**config.mk**
```make
export PLATFORM = sky130hd
export DESIGN_NAME = reflet_ram_rmw
export DESIGN_NICKNAME = d
export VERILOG_FILES = /design/src/rtl/reflet_ram_rmw.sv
export SDC_FILE = /design/constraint.sdc
export NUM_CORES = 1
export LEC_CHECK = 0
export ABC_CLOCK_PERIOD_IN_PS = 3300
export CELL_PAD_IN_SITES_DETAIL_PLACEMENT = 1
export CELL_PAD_IN_SITES_GLOBAL_PLACEMENT = 1
export CORE_ASPECT_RATIO = 0.75
export CORE_MARGIN = 5
export CORE_UTILIZATION = 33
export DETAILED_ROUTE_END_ITERATION = 6
export PLACE_DENSITY_LB_ADDON = 0.2
export SYNTH_ARGS = -nofsm -noshare
export SYNTH_HDL_FRONTEND = slang
export SYNTH_SLANG_ARGS = --single-unit
```
**constraint.sdc**
```tcl
create_clock -name clk -period 3.3 [get_ports clk]
set_input_delay 0.66 -clock clk [delete_from_list [all_inputs] [get_ports clk]]
set_output_delay 0.66 -clock clk [all_outputs]
set_load 0.02 [all_outputs]
```
**src/rtl/reflet_ram_rmw.sv**
```systemverilog
// rtl/reflet_ram_rmw.sv - sub-word read / read-modify-write front end for a word-wide synchronous RAM
// Optional misalign_err output: define REFLET_RMW_MISALIGN_ERR_EN.
module reflet_ram_rmw #(
    parameter int word_size = 16,
    parameter int addr_size = 16
) (
    input  logic                 clk,
    input  logic                 reset,
    input  logic                 req_valid,
    output logic                 req_ready,
    input  logic [addr_size-1:0] req_addr,
    input  logic [word_size-1:0] req_data,
    input  logic                 req_write_en,
    input  logic [3:0]           req_size,
    output logic                 rsp_valid,
    output logic [word_size-1:0] rsp_data,
    output logic [addr_size-1:0] ram_addr,
    output logic [word_size-1:0] ram_data_out,
    output logic                 ram_write_en,
    input  logic [word_size-1:0] ram_data_in
`ifdef REFLET_RMW_MISALIGN_ERR_EN
    ,
    output logic                 misalign_err
`endif
);

    localparam int lane_count = word_size / 8;
    localparam int off_w      = $clog2(lane_count);

    typedef enum logic [1:0] {
        IDLE,
        READ,
        WRITE,
        RESP
    } state_t;

    state_t state, state_next;

    // Access width in bits; sizes wider than the word collapse to a full-word access.
    function automatic int access_width(input logic [3:0] size);
        int w;
        if (size == 4'd0) begin
            w = word_size;
        end else begin
            w = 8 << (int'(size) - 1);
            if (w > word_size) w = word_size;
        end
        return w;
    endfunction

    function automatic logic [word_size-1:0] width_mask(input int width);
        logic [word_size-1:0] m;
        for (int i = 0; i < word_size; i++) m[i] = (i < width);
        return m;
    endfunction

    logic [off_w-1:0]     req_offset;
    logic [addr_size-1:0] req_word_addr;
    logic                 req_full;
    logic                 accept;

    logic [addr_size-1:0] lat_word_addr;
    logic [off_w-1:0]     lat_offset;
    logic [3:0]           lat_size;
    logic [word_size-1:0] lat_data;
    logic                 lat_write_en;

    int                   lat_shift;
    logic [word_size-1:0] lat_mask;
    logic [word_size-1:0] lane_mask;
    logic [word_size-1:0] merged;

    assign req_offset    = req_addr[off_w-1:0];
    assign req_word_addr = req_addr >> off_w;
    assign req_full      = (access_width(req_size) == word_size) && (req_offset == '0);
    assign accept        = req_valid && req_ready;

    // Shifting left truncates at the word boundary, which drops any lanes past the word end.
    assign lat_shift = int'(lat_offset) * 8;
    assign lat_mask  = width_mask(access_width(lat_size));
    assign lane_mask = lat_mask << lat_shift;
    assign merged    = (ram_data_in & ~lane_mask) | (((lat_data & lat_mask) << lat_shift) & lane_mask);

`ifdef REFLET_RMW_MISALIGN_ERR_EN
    logic req_misalign;
    assign req_misalign = (int'(req_offset) * 8 + access_width(req_size)) > word_size;
    assign misalign_err = !reset && accept && req_misalign;
`endif

    always_ff @(posedge clk or posedge reset) begin
        if (reset) begin
            state <= IDLE;
        end else begin
            state <= state_next;
        end
    end

    always_ff @(posedge clk or posedge reset) begin
        if (reset) begin
            lat_word_addr <= '0;
            lat_offset    <= '0;
            lat_size      <= '0;
            lat_data      <= '0;
            lat_write_en  <= 1'b0;
        end else if (accept) begin
            lat_word_addr <= req_word_addr;
            lat_offset    <= req_offset;
            lat_size      <= req_size;
            lat_data      <= req_data;
            lat_write_en  <= req_write_en;
        end
    end

    always_comb begin
        state_next   = state;
        req_ready    = 1'b0;
        rsp_valid    = 1'b0;
        rsp_data     = '0;
        ram_addr     = '0;
        ram_data_out = '0;
        ram_write_en = 1'b0;
        case (state)
            IDLE: begin
                req_ready = 1'b1;
                if (req_valid) begin
                    state_next = (req_write_en && req_full) ? WRITE : READ;
                end
            end
            READ: begin
                ram_addr   = lat_word_addr;
                state_next = lat_write_en ? WRITE : RESP;
            end
            WRITE: begin
                ram_addr     = lat_word_addr;
                ram_write_en = 1'b1;
                ram_data_out = merged;
                state_next   = IDLE;
            end
            RESP: begin
                rsp_valid  = 1'b1;
                rsp_data   = (ram_data_in >> lat_shift) & lat_mask;
                state_next = IDLE;
            end
            default: state_next = IDLE;
        endcase
    end

endmodule

```
==> impl_metrics.tcl <==
set metrics [dict create \
    status "complete, no violations" \
    slew_headroom 0.401 \
    clk_transition_reported_paths_ps 80 \
    die_area_um2 8840 \
    met1_length_mm 3.24 \
    place_hpwl_mm 5.60 \
    drive_gt1_frac 0.188 \
    synth_seq_cells 39 \
    port-buffer-count 105 \
    rsz0062_at_grt "no" \
    crit_path_end_kind "output pin" \
    met3_length_um 488 \
    cts_tree "built" \
    crit_path_start_kind "flip-flop" \
    path_class "flip-flop to output pin" \
    drv_slew 0 \
    p_leak_uw 0.00147 \
    synth_area_um2 2330 \
    ios 107 \
    final-hold-violation-count 0 \
    grt_overflow 0 \
    wirelength_mm 7.06 \
    place_ws_ps 390 \
    postSynthAreaPerCell_um2 11.2 \
    setup-tns-final_ps 0 \
    cts-root-buf "clkbuf_8" \
    synth_cells 207 \
    max-cap-violations 0 \
    worstPathRequired_ps 2640 \
    ir_drop_v 0.000473 \
    grt_usage 0.165 \
    drt_iter0_drc 12 \
    async_reset_ff_frac 1.00 \
    worst_pin_slew_ps 895 \
    ant_nets 0 \
    routed-via-count 1911 \
    die_h_um 82.7 \
    clkLatencyLatePin_ps 290 \
    grt_pass1_wl_mm 11.3 \
    met2_length_mm 3.28 \
    nNetsFinal 374 \
    hold_path.class "flip-flop to flip-flop" \
    seq_area_frac_synth 0.420 \
    rr_worst_depth 4 \
    setup_viol 0 \
    drc 0 \
    power_switching_uw 1370 \
    antenna_found_initial 0 \
    synth_warnings 0 \
    syn2layout_area_growth_pct 52.5 \
    dr.pass1.iters 4 \
    pwr-share-comb 0.620 \
    diodes 0 \
    swShare 0.416 \
    synth-main-ff-cell "dfrtp_1" \
    viasPerCell 4.81 \
    final.period_utilization 0.935 \
    fin_crit_ps 3080 \
    min_path_cells 1 \
    grt_max_degree 40 \
    cts_inserted_buffers 5 \
    crit_arrival_ps 2420 \
    initial_core_util 0.340 \
    synth_edf_count 0 \
    fmax_mhz 324 \
    yosys.area.top_type_share 0.420 \
    rows 26 \
    ys_types 30 \
    gp_congestion 0.795 \
    cp_max_fo 10 \
    numClockSinks 39 \
    grt_pass1_vias 2080 \
    coreArea_um2 6830 \
    htree_num_levels 2 \
    synth_nets 269 \
    power_density_nw_per_um2 930 \
    yosysTopAreaCell "dfrtp_1" \
    fin_skew_ps 9.65 \
    cts_buffer_depth 2 \
    p_clk_frac 0.106 \
    internal_power_uw 1930 \
    wl_per_cell_um 17.8 \
    die_w_um 107 \
    seq_power_share 0.273 \
    maxUsedRoutingLayer "met4" \
    synth_area_leaders "dfrtp_1 (42%), mux2_2 (16%), mux2i_1 (6.9%), and2_1 (6.2%), a211oi_2 (4.3%)" \
    power_uw 3300 \
    final.setup.worst_slack_ps 216 \
]
## metal layers
layer  track usage  vias to the layer above
met4        0.0434                        0
met5             0                        -
met2         0.264                       57
met3        0.0528                        5
met1         0.218                      924
li1              -                      925
## critical path: stages (launching register included)
cell and delay [ps]:
dfrtp_1 410, inv_1 60, ha_1 310, nand3b_4 150
or2_4 330, a211oi_2 220, clkdlybuf4s50_1 650
## metrics by stage
step	instance area, um2	utilization	hold WS, ps	cells
after floorplan	2330	-	449	207
after global placement	3450	0.505	479	389
after detailed placement	3450	0.505	486	389
after CTS	3540	0.519	506	397
after global routing	3550	0.519	528	397
final	3550	0.519	503	397
## power groups by stage
stage / registers (uW) / clock network (uW) / logic (uW)
final: 902 / 351 / 2050
after global routing: 936 / 397 / 2210
after CTS: 903 / 366 / 2080
after detailed placement: 911 / 0 / 2070
after global placement: 892 / 0 / 2040
after floorplan: 824 / 0 / 1310
## state kept, by name (all words and copies together), names as in the netlist
name           flops
lat_word_addr     15
lat_size           4
lat_write_en       1
lat_offset         1
state              2
lat_data          16
## synthesized netlist by cell type (2+ instances only)
library cell	instances
dfrtp_1	39
nor4_1	8
a211oi_2	8
mux2_1	2
ha_1	6
buf_2	5
nor2b_1	16
nor2_1	9
buf_6	2
mux2i_1	16
o21ai_0	10
and2_1	23
inv_1	8
mux2_2	33
buf_4	2
nand2_1	4
clkbuf_1	3
## logic make-up after synthesis
kind of cell,after synthesis,synth area share
and+or+nand+nor,65,0.168
muxes,51,0.238
DFF,39,0.420
AOI/OAI and AO/OA,23,0.0845
buffers and inverters,20,0.0446
adders and majority gates,6,0.0323
xor gates and xnor gates,2,0.0108
other,1,0.00161
## path summary, 6_finish.rpt
kind,from,endpoint,slack (ps)
max,lat_size[0],ram_data_out[15],220
min,lat_word_addr[11],lat_word_addr[11],500
max reg2reg,state[0],lat_offset,1260
min reg2reg,lat_word_addr[11],lat_word_addr[11],500
max in group asynchronous,reset,lat_data[15],1910
min in group asynchronous,reset,lat_data[4],710
## final cells by class
type | count | area (um2)
well taps | 84 | 105
inverters | 8 | 30.0
repair buffers | 110 | 1090
fillers | 745 | 3280
flip-flops and latches | 39 | 976
multi-input cells | 148 | 1250
clock inverters | 2 | 13.8
clock buffers | 6 | 82.6
## cells in the final DEF, fill, tap and decap left out, drive strengths merged, types with 2 or more instances in the layout
master / n
nor2: 9
mux2: 35
mux2i: 16
nor4: 8
xor2: 2
dfrtp: 39
and2: 23
ha: 6
o21ai: 10
clkdlybuf4s50: 105
nor2b: 16
clkinv: 2
clkbuf: 6
inv: 8
a211oi: 8
buf: 5
nand2: 4
## what timing repair did
| item | in CTS | in global routing |
|---|---|---|
| setup endpoints to repair | 0 | 6 |
| buffers inserted | 0 | 0 |
| hold buffers | 0 | 0 |
| gates resized for setup | 0 | 1 |
No activity file was read; power rests on OpenSTA's default activity.
